[src/rtl/display_arbiter_pkg.sv]
// Shared types and constants for the display time-share scheduler and its helpers.
package display_pkg;
  typedef enum logic [1:0] {S_IDLE, S_SHOW, S_GAP} state_t;

  localparam logic [3:0]  LES_BLANK = 4'hF;
  localparam logic [15:0] HEX_BLANK = 16'h0;
  localparam int          MAX_NREQ  = 8;

  function automatic int idx_w(input int n);
    return (n > 1) ? $clog2(n) : 1;
  endfunction
endpackage

[src/rtl/display_arbiter_if.sv]
// Requester-side data and display-side outputs of the arbiter, bundled for port lists.
interface display_arbiter_if #(parameter int NREQ = 3);
  logic [NREQ-1:0]   req;
  logic [16*NREQ-1:0] req_hexs;
  logic [4*NREQ-1:0] req_points;
  logic [4*NREQ-1:0] req_les;
  logic [NREQ-1:0]   grant;
  logic [2:0]        owner;
  logic              busy;
  logic [15:0]       hexs;
  logic [3:0]        points;
  logic [3:0]        LEs;

  modport master (output req, req_hexs, req_points, req_les,
                  input  grant, owner, busy, hexs, points, LEs);
  modport slave  (input  req, req_hexs, req_points, req_les,
                  output grant, owner, busy, hexs, points, LEs);
endinterface

[src/rtl/display_arbiter_rr_picker.sv]
// Combinational round-robin search: first set request after i_last, wrapping modulo NREQ.
module rr_picker
  import display_pkg::*;
#(
  parameter int NREQ = 3,
  parameter int IW   = idx_w(NREQ)
) (
  input  logic [NREQ-1:0] i_req,
  input  logic [IW-1:0]   i_last,
  output logic            o_found,
  output logic [IW-1:0]   o_idx
);
  always_comb begin : pick
    logic [IW-1:0] w_j;
    w_j     = '0;
    o_found = 1'b0;
    o_idx   = '0;
    // Walk from farthest to nearest so the closest hit after i_last wins.
    for (int k = NREQ; k >= 1; k--) begin
      w_j = IW'((int'(i_last) + k) % NREQ);
      if (i_req[w_j]) begin
        o_found = 1'b1;
        o_idx   = w_j;
      end
    end
  end
endmodule

[src/rtl/display_arbiter.sv]
// Round-robin time-share of one 4-digit seven-segment driver among NREQ requesters,
// with a DWELL-cycle ownership slot and an optional GAP-cycle blank between owners.
module display_arbiter
  import display_pkg::*;
#(
  parameter int NREQ  = 3,
  parameter int DWELL = 50000000,
  parameter int GAP   = 1000000
) (
  input  logic             clk,
  input  logic             rst,
  display_arbiter_if.slave bus
);
  localparam int IW   = idx_w(NREQ);
  localparam int CMAX = (DWELL > GAP) ? DWELL : GAP;
  localparam int CW   = $clog2(CMAX + 1);
  localparam logic [CW-1:0] DWELL_LAST = CW'(DWELL - 1);
  localparam logic [CW-1:0] GAP_LAST   = CW'((GAP > 0) ? GAP - 1 : 0);

  state_t              r_state, w_state_n;
  logic [CW-1:0]       r_cnt, w_cnt_n;
  logic [IW-1:0]       r_owner, w_owner_n;
  logic [IW-1:0]       r_ptr, w_ptr_n;
  logic [NREQ-1:0]     r_grant, w_grant_n;
  logic                r_busy, w_busy_n;
  logic [15:0]         r_hexs, w_hexs_n;
  logic [3:0]          r_points, w_points_n;
  logic [3:0]          r_les, w_les_n;

  logic [NREQ-1:0][15:0] w_hex_arr;
  logic [NREQ-1:0][3:0]  w_pt_arr;
  logic [NREQ-1:0][3:0]  w_le_arr;
  logic [NREQ-1:0]       w_pick_req;
  logic                  w_own_req, w_found, w_take, w_keep;
  logic [IW-1:0]         w_win, w_sel;

  assign w_hex_arr  = bus.req_hexs;
  assign w_pt_arr   = bus.req_points;
  assign w_le_arr   = bus.req_les;
  assign w_own_req  = |(bus.req & r_grant);
  // Masking the current grant makes "others pending" and the plain pick share one search;
  // grant is zero outside SHOW, so the last owner is eligible again at GAP end.
  assign w_pick_req = bus.req & ~r_grant;

  rr_picker #(.NREQ(NREQ), .IW(IW)) u_pick (
    .i_req   (w_pick_req),
    .i_last  (r_ptr),
    .o_found (w_found),
    .o_idx   (w_win)
  );

  always_comb begin
    w_state_n  = r_state;
    w_cnt_n    = r_cnt;
    w_owner_n  = r_owner;
    w_ptr_n    = r_ptr;
    w_grant_n  = '0;
    w_busy_n   = 1'b0;
    w_hexs_n   = HEX_BLANK;
    w_points_n = '0;
    w_les_n    = LES_BLANK;
    w_take     = 1'b0;
    w_keep     = 1'b0;
    w_sel      = r_owner;

    unique case (r_state)
      S_IDLE: w_take = w_found;
      S_SHOW: begin
        if (!w_own_req || r_cnt == DWELL_LAST) begin
          if (w_found) begin
            if (GAP == 0) w_take = 1'b1;
            else begin
              w_state_n = S_GAP;
              w_cnt_n   = '0;
            end
          end else if (w_own_req) begin
            w_keep  = 1'b1;
            w_cnt_n = '0;
          end else begin
            w_state_n = S_IDLE;
          end
        end else begin
          w_keep  = 1'b1;
          w_cnt_n = r_cnt + 1'b1;
        end
      end
      S_GAP: begin
        if (r_cnt == GAP_LAST) begin
          w_take = w_found;
          if (!w_found) w_state_n = S_IDLE;
        end else begin
          w_cnt_n = r_cnt + 1'b1;
        end
      end
      default: w_state_n = S_IDLE;
    endcase

    if (w_take) begin
      w_state_n = S_SHOW;
      w_cnt_n   = '0;
      w_owner_n = w_win;
      w_ptr_n   = w_win;
      w_sel     = w_win;
    end

    if (w_take || w_keep) begin
      w_grant_n  = w_take ? ({{(NREQ-1){1'b0}}, 1'b1} << w_win) : r_grant;
      w_busy_n   = 1'b1;
      w_hexs_n   = w_hex_arr[w_sel];
      w_points_n = w_pt_arr[w_sel];
      w_les_n    = w_le_arr[w_sel];
    end
  end

  always_ff @(posedge clk or negedge rst) begin
    if (!rst) begin
      r_state  <= S_IDLE;
      r_cnt    <= '0;
      r_owner  <= '0;
      r_ptr    <= IW'(NREQ - 1);
      r_grant  <= '0;
      r_busy   <= 1'b0;
      r_hexs   <= HEX_BLANK;
      r_points <= '0;
      r_les    <= LES_BLANK;
    end else begin
      r_state  <= w_state_n;
      r_cnt    <= w_cnt_n;
      r_owner  <= w_owner_n;
      r_ptr    <= w_ptr_n;
      r_grant  <= w_grant_n;
      r_busy   <= w_busy_n;
      r_hexs   <= w_hexs_n;
      r_points <= w_points_n;
      r_les    <= w_les_n;
    end
  end

  assign bus.grant  = r_grant;
  assign bus.owner  = 3'(r_owner);
  assign bus.busy   = r_busy;
  assign bus.hexs   = r_hexs;
  assign bus.points = r_points;
  assign bus.LEs    = r_les;
endmodule

[src/flat_wrapper.sv]
// flat-port wrapper written by rule: the top's interface ports become plain ports
module display_arbiter_flat import display_pkg::*;
#(
  parameter int NREQ  = 3,
  parameter int DWELL = 50000000,
  parameter int GAP   = 1000000
)
  (clk, rst, bus_req, bus_req_hexs, bus_req_points, bus_req_les, bus_grant, bus_owner, bus_busy, bus_hexs, bus_points, bus_LEs);
  display_arbiter_if #(.NREQ(NREQ)) bus_i ();
  input  logic clk;
  input  logic rst;
  input wire logic [$bits(bus_i.req)-1:0] bus_req;
  input wire logic [$bits(bus_i.req_hexs)-1:0] bus_req_hexs;
  input wire logic [$bits(bus_i.req_points)-1:0] bus_req_points;
  input wire logic [$bits(bus_i.req_les)-1:0] bus_req_les;
  output wire logic [$bits(bus_i.grant)-1:0] bus_grant;
  output wire logic [$bits(bus_i.owner)-1:0] bus_owner;
  output wire logic [$bits(bus_i.busy)-1:0] bus_busy;
  output wire logic [$bits(bus_i.hexs)-1:0] bus_hexs;
  output wire logic [$bits(bus_i.points)-1:0] bus_points;
  output wire logic [$bits(bus_i.LEs)-1:0] bus_LEs;
  assign bus_i.req = bus_req;
  assign bus_i.req_hexs = bus_req_hexs;
  assign bus_i.req_points = bus_req_points;
  assign bus_i.req_les = bus_req_les;
  assign bus_grant = bus_i.grant;
  assign bus_owner = bus_i.owner;
  assign bus_busy = bus_i.busy;
  assign bus_hexs = bus_i.hexs;
  assign bus_points = bus_i.points;
  assign bus_LEs = bus_i.LEs;
  display_arbiter #(.NREQ(NREQ), .DWELL(DWELL), .GAP(GAP)) u_core (.clk(clk), .rst(rst), .bus(bus_i));
endmodule
[config.mk]
export PLATFORM = sky130hd
export DESIGN_NAME = display_arbiter_flat
export DESIGN_NICKNAME = d
export VERILOG_FILES = /design/src/rtl/display_arbiter_pkg.sv /design/src/rtl/display_arbiter_if.sv /design/src/rtl/display_arbiter_rr_picker.sv /design/src/rtl/display_arbiter.sv /design/src/flat_wrapper.sv
export SDC_FILE = /design/constraint.sdc
export NUM_CORES = 1
export LEC_CHECK = 0
export ABC_AREA = 1
export CORE_UTILIZATION = 45
export CTS_CLUSTER_SIZE = 12
export DETAILED_ROUTE_END_ITERATION = 16
export PLACE_DENSITY = 0.77
export SYNTH_ARGS = -nofsm -noshare
export SYNTH_HDL_FRONTEND = slang
export SYNTH_SLANG_ARGS = --single-unit
[constraint.sdc]
create_clock -name clk -period 2.2 [get_ports clk]
set_clock_uncertainty 0.05 [all_clocks]
set_input_delay 0.66 -clock clk [delete_from_list [all_inputs] [get_ports clk]]
set_output_delay 0.66 -clock clk [all_outputs]
set_load 0.02 [all_outputs]
# After elaboration in Yosys (flattened, before gate mapping)
# Cells that the tools add are included.
[op_classes]
add_sub_neg = 4
n_mul = 0
n_div = 3
n_lt_le_gt_ge = 4
n_eq_ne = 12
shift = 1
n_mux = 44
bitwise_logic = 3
n_reduce_logical = 8
[op_table]
columns = ["operator", "count"]
rows = [
  ["26-bit two-way mux", 5],
  ["32-bit by 3-bit modulo with 32-bit output, second input constant", 3],
  ["26-bit one-hot mux with 2 select lines", 1],
  ["16-bit binary-select mux with 2-bit select", 1],
  ["16-bit two-way mux", 2],
  ["26-bit by 1-bit adder with 26-bit output, second input constant", 1],
  ["26-bit by 20-bit == test with 1-bit output, second input constant", 1],
  ["26-bit == test, second input constant", 1],
  ["2-bit two-way mux", 10],
  ["4-bit binary-select mux with 2-bit select", 2],
  ["4-bit two-way mux", 4],
  ["2-bit by 3-bit < comparator with 1-bit output, second input constant", 4],
  ["1-bit two-way mux", 12],
  ["2-bit by 2-bit adder with 3-bit output, second input constant", 2],
  ["3-bit bitwise AND", 2],
  ["1-bit binary-select mux with 2-bit select", 3],
  ["3-bit two-way mux", 2],
  ["3-bit by 1-bit inequality test with 1-bit output, second input constant", 2],
  ["2-bit one-hot mux with 3 select lines", 1],
  ["5-bit by 2-bit inequality test with 1-bit output, second input constant", 1],
  ["5-bit AND reduction", 1],
  ["2-bit by 1-bit inequality test with 1-bit output, second input constant", 2],
  ["4-bit inequality test, second input constant", 1],
  ["2-bit by 1-bit adder with 3-bit output, second input constant", 1],
  ["13 further kinds", 14],
]
[word_totals]
reg_bits = 60
latchBits = 0
mem_bits_rw = 0
rom_bits = 0
input_bits = 77
output_inout_bits = 31
memories = 0

# Longest topological paths before layout
# Gate-level depths: netlist of the first run.
[depth]
ltp_word = 13
mapped_depth = 16
mapped_depth_nobuf = 16

# Cells and area by module
# Synthesis of the first run repeated with hierarchy kept, for this count alone.
[hier_totals]
hier_cells = 628
area_unflattened_um2 = 4322.9
[by_module_without_submodules]
columns = ["mod", "instances", "cells_per_inst", "area_each_um2", "seq_area_each_um2"]
rows = [
  ["display_arbiter", 1, 588, 4113.9, 1507.7],
  ["rr_picker", 1, 40, 209.0, 0.0],
]

# Worst setup path before layout of the first run
# No wires, ideal clock.
[synth_timing]
path_kind = "flip-flop to flip-flop"
from = "register u_core.r_ptr[1]"
to = "register u_core.r_hexs[0] (netlist: u_core.bus.hexs[0])"
setup_time_ns = 0.136
arrival_ns = 2.027
required_time_ns = 2.014
slack_ns = -0.013
path_stages_with_launch = 13
n_path_buf = 1
period_less_slack_ns = 2.213
cell_sequence = "dfstp_2 ha_1 inv_1 nand2_1 nand2_1 nand2_1 nand2_1 nand4_4 nand2_8 inv_2 nor2_1 clkbuf_1 a21oi_1"
[synth_via]
elab_chain_len = 13
word_cells_on_any_way = 28
cone_classes = "add/sub: 3; div: 3; mux: 21; reduce/logical: 1"
[synth_rtl]
columns = ["element", "line_no", "text"]
rows = [
  ["start: declaration", "display_arbiter.sv:23", "logic [IW-1:0] r_ptr, w_ptr_n;"],
  ["start signal: assignment", "display_arbiter.sv:120", "r_ptr <= IW'(NREQ - 1);"],
  ["start signal: assignment", "display_arbiter.sv:130", "r_ptr <= w_ptr_n;"],
  ["2-bit by 2-bit adder with 3-bit output", "display_arbiter_rr_picker.sv:20", "w_j = IW'((int'(i_last) + k) % NREQ);"],
  ["32-bit by 3-bit modulo with 32-bit output", "display_arbiter_rr_picker.sv:20", ""],
  ["1-bit binary-select mux with 2-bit select", "display_arbiter_rr_picker.sv:21", "if (i_req[w_j]) begin"],
  ["1-bit two-way mux (not written as such)", "display_arbiter_rr_picker.sv:21", ""],
  ["1-bit two-way mux (3 in series)", "display_arbiter_rr_picker.sv:21", ""],
  ["1-bit two-way mux", "display_arbiter.sv:88", "if (r_cnt == GAP_LAST) begin"],
  ["1-bit one-hot mux with 2 select lines", "display_arbiter.sv:66", "unique case (r_state)"],
  ["2-bit two-way mux", "display_arbiter.sv:98", "if (w_take) begin"],
  ["16-bit binary-select mux with 2-bit select", "display_arbiter.sv:109", "w_hexs_n = w_hex_arr[w_sel];"],
  ["16-bit two-way mux (not written as such)", "display_arbiter.sv:109", ""],
  ["16-bit two-way mux (*)", "display_arbiter.sv:106", "if (w_take || w_keep) begin"],
  ["named net u_core.w_hexs_n[0]", "display_arbiter.sv:26", "logic [15:0] r_hexs, w_hexs_n;"],
  ["end signal: assignment", "display_arbiter.sv:133", "r_hexs <= w_hexs_n;"],
  ["end: declaration", "display_arbiter.sv:26", ""],
]
# The timed path passes the listed nets; every way through them passes the cells marked *. The select of a mux whose other input is x is not followed.
# A chain may end at the register's enable or synchronous reset.

# Worst setup path after layout of the first run
[layout_timing]
from = "register u_core.r_ptr[1]"
to = "register u_core.r_hexs[10] (netlist: u_core.bus.hexs[10])"
# Same word-level chain as after synthesis.

==> results of run 1 <==
==> Yosys cell counts, drive strengths merged <==
cell / number / area share [%]
nand4: 5 / 1.1
a21o: 1 / 0.18
clkinv: 1 / 0.089
nand3: 92 / 12
xor2: 15 / 3.1
and2: 1 / 0.15
clkbuf: 9 / 0.80
o22ai: 2 / 0.30
o21ai: 33 / 3.9
conb: 1 / 0.089
buf: 18 / 2.9
ha: 6 / 1.8
dfrtp: 55 / 33
o21a: 1 / 0.18
a21oi: 45 / 5.3
nand2: 181 / 18
dfstp: 5 / 3.1
nor3: 18 / 2.1
nor2: 33 / 3.2
xnor2: 4 / 0.83
inv: 94 / 8.3
nor3b: 3 / 0.53
==> state kept, by name (all words and copies together), names as in the netlist <==
| register | cells |
|---|---|
| u_core.r_state | 2 |
| u_core.r_owner | 2 |
| u_core.bus.grant | 3 |
| u_core.bus.LEs | 4 |
| u_core.bus.points | 4 |
| u_core.r_ptr | 2 |
| u_core.bus.busy | 1 |
| u_core.r_cnt | 26 |
| u_core.bus.hexs | 16 |
==> cell type report <==
cell class / instances / area share [%]
flip-flops and latches: 60 / 23.43
inverters: 95 / 5.619
well taps: 111 / 2.158
repair buffers: 157 / 26.40
clock buffers: 10 / 1.983
multi-input cells: 441 / 38.65
clock inverters: 6 / 1.750
==> timing repair <==
action,4_1_cts,5_1_grt
buffers inserted,3,5
pin swaps,3,22
gates cloned,1,6
resized for setup,35,55
hold buffers,0,0
setup endpoints to repair,55,58
==> power by group through the flow <==
| stage | clock network (W) | registers [W] | logic, W |
|---|---|---|---|
| global placement | 0 | 0.00152 | 0.00559 |
| detailed placement | 0 | 0.00152 | 0.00576 |
| global route | 0.00130 | 0.00153 | 0.00845 |
| CTS | 0.00124 | 0.00151 | 0.00630 |
| floorplan | 0 | 0.00172 | 0.00352 |
| finish | 0.00123 | 0.00151 | 0.00790 |
==> per-layer routing <==
metal	GRT usage (%)	up-vias	wire length, µm
met5	0	-	0
met4	8.037	0	234
met3	7.021	22	1084
met2	42.82	200	6320
met1	31.94	2088	5092
li1	-	2265	-
==> layout by cell type, fill, tap and decap left out, types with 7 or more instances in the layout <==
master           Yosys  layout
nand2_1            175     159
a21oi_2              0      16
nor2_1              31      26
buf_12               0      10
a21oi_1             45      29
clkdlybuf4s50_1      0      99
buf_4                3      30
nand3_1             88      78
inv_2                8       9
o21ai_1             26      27
nor3_1              18      18
clkbuf_8             0       9
dfrtp_1             55      55
nand2_2              0      13
inv_1               86      83
nand3_2              1      10
xor2_1              15      15
nor2_4               1       7
==> cells by family after synthesis <==
group / count (synthesis)
other cells: 1
buf+inv: 122
fa+ha+maj: 6
simple gates: 333
xor+xnor: 19
flops: 60
compound gates: 82
==> stage by stage <==
step / utilization (%) / instances / total power (W)
floorplan: - / 623 / 0.005243
global placement: 61.80 / 850 / 0.007109
detailed placement: 61.80 / 850 / 0.007283
CTS: 66.10 / 870 / 0.009053
global route: 70.31 / 880 / 0.01127
finish: 70.31 / 880 / 0.01064
==> critical path, delay by kind of cell, from the launching register on <==
kind            cells  cell delay (ps)
simple gates        8              860
fa+ha+maj           1              180
flops               1              570
compound gates      1              180
buf+inv             3              340
==> how the worst min path moves through the flow <==
stage	end	depth (start not counted)	slack [ps]	from
6_report	u_core.r_cnt[23]	2	250	rst
5_1_grt	u_core.bus.grant[2]	2	280	rst
4_1_cts	u_core.bus.grant[0]	2	270	rst
3_5_place_dp	u_core.r_state[0]	2	450	u_core.r_state[0]
3_3_place_gp	u_core.r_state[1]	2	440	u_core.r_state[1]
2_1_floorplan	u_core.bus.busy	0	310	rst
==> metrics.csv, run 1 <==
metric,value,unit
p_leak,2.840,nW
critical_path_class,register to register,
ios,108,
worst_pin_slew,490.2,ps
clock.fmax,437.9,MHz
synth.area.mux_share,0,%
regToRegStartpoint,u_core.r_ptr[1],
cts-root-buf,clkbuf_8,
whs,250.1,ps
grt_usage,25.55,%
path_cells,ha_4 -> nand2_2 -> nor2_4 -> buf_4 -> inv_1 -> nand3_1 -> nand3_1 -> nand2_2 -> nand3_4 -> nand2_8 -> clkbuf_16 -> nand3_1 -> a21oi_2,
r2r_setup_slack,-80,ps
die_area,0.009787,mm²
cpMostUsedCell,nand3_1,
setup_ws,-83.83,ps
antenna_left,0,
swShare,46.10,%
die_height,98.93,µm
io_buffers,106,
n_antenna_cell,0,
ir_worst_vdd,0.001096,V
dp_hpwl,8730,µm
period_share,103.8,%
dpl_worst_slack,-542.3,ps
coreArea,0.009153,mm²
rows,35,
power_frac_seq,14.2,%
cp.required,2420,ps
area_growth,52.20,%
clockBufferDepth,2,
cp-end-kind,register,
grt_pass1_wl,20060,µm
nNetsFinal,847,
rsz0062_at_grt,true,
gp_congestion,0.9733,
synth-simple-area-share,36.52,%
postPlaceCellArea,0.005657,mm²
htreeDepth,3,
crit_start,u_core.r_ptr[1],
start_util,46.19,%
yosysUniqueCellTypes,33,
relSlewSlack,67.07,%
dr_total_vias,4575,
p_int,0.005732,W
worstPathArrival,2500,ps
synth_area,0.004228,mm²
synth_fa_ha_area_share,1.776,%
synth_compound_area_share,9.885,%
clock-sinks,60,
cp_slowest_cell,dfstp_2,
ys_ff_latch,60,
cts_buffers,9,
crit_fanout,7,
max_cap_violations,0,
pwr-share-comb,74.3,%
die_x,98.93,µm
drive_gt1_share,19.51,%
ys_warn_count,0,
yosysSeqAreaShare,35.66,%
clkLatencyLatePin,350,ps
violations,negative setup slack,
period_needed,2284,ps
synthXorXnorAreaFrac,3.936,%
routed_via_density,5.199,
tns,-279.8,ps
timing.rr.end,u_core.bus.hexs[10],
slew_violations,0,
power.density,1653,mW/mm²
syn_area_per_cell,6.786,µm²
final_cell_area,0.006435,mm²
synth_top_family_by_area,simple AND/OR/NAND/NOR gates,
cts_tree,built,
p_clk_share,11.5,%
switchingPower,0.004904,W
first_pass_iters,5,
cp-start-kind,register,
antenna_found_initial,0,
first_global_vias,4382,
r2r_cells,13,
max_stage_delay,570,ps
status,"finished, violations left",
clk_pin_slew,70,ps
drt_iter0_drc,227,
syn_inst,623,
wire_per_inst,14.47,µm
report.final.setup_viol,13,
drc,0,
register_area,0.001508,mm²
fillers,686,
multi_input_area,0.002487,mm²
crit_end,u_core.bus.hexs[10],
wirelength,12730,µm
hp-class,input pin to async pin,
overflow,0,
grt_max_degree,61,
hold_viol,0,
synth_fp_nets,706,
Power figures use the tool's default switching activity.
==> run 2, diff against run 1 <==
--- a/config.mk
+++ b/config.mk
@@ -6,10 +6,10 @@
 export NUM_CORES = 1
 export LEC_CHECK = 0
 export ABC_AREA = 1
-export CORE_UTILIZATION = 45
+export CORE_UTILIZATION = 30
 export CTS_CLUSTER_SIZE = 12
 export DETAILED_ROUTE_END_ITERATION = 16
-export PLACE_DENSITY = 0.77
+export RECOVER_POWER = 50
 export SYNTH_ARGS = -nofsm -noshare
 export SYNTH_HDL_FRONTEND = slang
 export SYNTH_SLANG_ARGS = --single-unit
==> run 2 against run 1 <==
Compared with the run above:
- the flow finishes with violations (max-capacitance violations, negative setup slack)
- worst hold slack improved by 200 ps
- flip-flop and latch count unchanged
- register-to-register slack got worse by 50 ps
- via count grew 4.5%
- combinational power rose by 19%
- final area increased by 7.8%
- first-iteration DRC count up 24%
- non-clock buffer count rose by 27
==> metrics.csv, run 2 (same netlist as run 1, synthesis figures left out) <==
metric,value,unit,change
status,"finished, violations left",,
violations,"max-capacitance violations, negative setup slack",,
gp_congestion,0.9440,,-3.0%
clock.fmax,428.8,MHz,-2.1%
wire_per_inst,14.29,µm,-1.2%
antenna_found_initial,0,,unchanged
regMostFlops,u_core.r_cnt,,
crit_fanout,6,,-1
clock-sinks,60,,unchanged
crit_start,u_core.r_ptr[1],,
first_pass_iters,5,,unchanged
dp_hpwl,9166,µm,+5.0%
hold_buffers,0,,unchanged
drt_iter0_drc,282,,+24%
worstPathArrival,2530,ps,+30 ps
cp-end-kind,register,,
cts-root-buf,clkbuf_16,,
cp-start-kind,register,,
io_buffers,106,,unchanged
max_cap_violations,1,,+1
grt_pass1_wl,22110,µm,+10%
mostFrequentLayoutCells,"nand2_1, clkdlybuf4s50_1, inv_1",,
ios,108,,unchanged
overflow,0,,unchanged
slew_violations,0,,unchanged
die_x,120.7,µm,+22%
regToRegStartpoint,u_core.r_ptr[1],,
met1_length,5760,µm,+13%
start_util,30.58,%,-16 points
whs,450.6,ps,+200.5 ps
cts_tree,built,,
die_area,0.01457,mm²,+49%
rows,43,,+23%
hp-class,register to register,,
routed_via_density,4.895,,-5.9%
die_height,120.7,µm,+22%
cp.required,2400,ps,-20 ps
cp_slowest_cell,dfstp_2,,
met3_length,1105,µm,+1.9%
wirelength,13960,µm,+9.7%
grt_max_degree,61,,unchanged
nNetsFinal,875,,+3.3%
path_cells,inv_1 -> ha_4 -> buf_4 -> nand2_2 -> nand3_4 -> nand4_4 -> buf_12 -> buf_6 -> nand3_4 -> nand2_8 -> buf_6 -> nand3_1 -> a21oi_1,,
dp.cells,929,,+9.3%
n_antenna_cell,0,,unchanged
p_leak,3.047,nW,+7.3%
largest_reg_flops,26,,unchanged
grt_usage,18.97,%,-6.6 points
antenna_left,0,,unchanged
coreArea,0.01383,mm²,+51%
relSlewSlack,0.08230,%,-67 points
clkLatencyLatePin,330,ps,-20 ps
hold_viol,0,,unchanged
rsz0062_at_grt,true,,
critical_path_class,register to register,,
drc,0,,unchanged
cts_buffers,9,,unchanged
area_growth,64.07,%,
final_common_cell,nand2_1,,
ir_worst_vdd,0.0009247,V,-16%
period_needed,2332,ps,+48.24 ps
dr_wl_met2,6765,µm,+7.0%
report.final.setup_viol,50,,+37
instances_no_fill,977,,+11%
power.density,1771,mW/mm²,+7.2%
worst_pin_slew,1499,ps,+1009 ps
max_stage_delay,570,ps,about the same
drive_gt1_share,24.34,%,+4.8 points
period_share,106.0,%,+2.2 points
dr_total_vias,4782,,+4.5%
routed.top_layer,met4,,
min-delay-start,u_core.r_state[1],,
htreeDepth,3,,unchanged
setup_ws,-132.1,ps,-48.24 ps
clockBufferDepth,2,,unchanged
clk_pin_slew,60,ps,about the same
first_global_vias,4638,,+5.8%
-- run 2: report_power, final --
group          switching, W  internal (W)  total, W
clock network      0.000528      0.000876   0.00140
logic               0.00488       0.00449   0.00937
registers          0.000111       0.00140   0.00151
total               0.00552       0.00677    0.0123
-- run 2: repair_timing --
item                                    in CTS  in global routing
endpoints found under the setup margin      57                 57
gates resized for setup                     74                 52
buffers inserted                            20                  2
cloned                                       4                  6
pin swaps                                   15                 14
-- run 2: metal layers --
| metal | vias to the layer above | track usage (%) |
|---|---|---|
| li1 | 2316 | - |
| met1 | 2229 | 23.10 |
| met2 | 206 | 32.00 |
| met3 | 31 | 4.717 |
| met4 | 0 | 7.485 |
| met5 | - | 0 |
-- run 2: final timing paths --
| kind | endpoint | slack, ps | depth (start not counted) |
|---|---|---|---|
| worst max-delay path | u_core.bus.points[1] | -130 | 13 |
| worst min-delay path | u_core.r_state[1] | 450 | 2 |
| worst max register to register | u_core.bus.points[1] | -130 | 13 |
| worst min register to register | u_core.r_state[1] | 450 | 2 |
| max in group asynchronous | u_core.r_cnt[18] | 460 | 2 |
| min in group asynchronous | u_core.r_cnt[20] | 720 | 2 |
-- run 2: stage by stage --
stage	cell area, µm²	total power, W	setup TNS [ps]	setup WS, ps	util (%)
6_report	6937	0.01229	-4273	-132.1	50.17
3_3_place_gp	5793	0.007238	-25480	-498.6	41.90
2_1_floorplan	4228	0.005243	-262.5	-13.12	-
4_1_cts	6581	0.01064	-1035	-73.87	47.60
3_5_place_dp	5793	0.007356	-28590	-574.5	41.90
5_1_grt	6937	0.01301	-9436	-233.6	50.17
-- run 2: worst max-delay path: cells and delay by family, from the launching register on --
family	cells	cell delay, ps
DFF	1	570
AOI/OAI and AO/OA	1	140
buffers and inverters	5	590
and+or+nand+nor	6	700
adders and majority gates	1	170
-- run 2: final cells by class --
| type | instances | area [µm²] |
|---|---|---|
| clock inverter | 6 | 65.06 |
| clock buffer | 10 | 229.0 |
| sequential | 60 | 1508 |
| multi-input combinational | 442 | 2572 |
| tap | 180 | 225.2 |
| fill | 1261 | 6890 |
| inverter | 95 | 376.6 |
| timing repair buffer | 184 | 1961 |
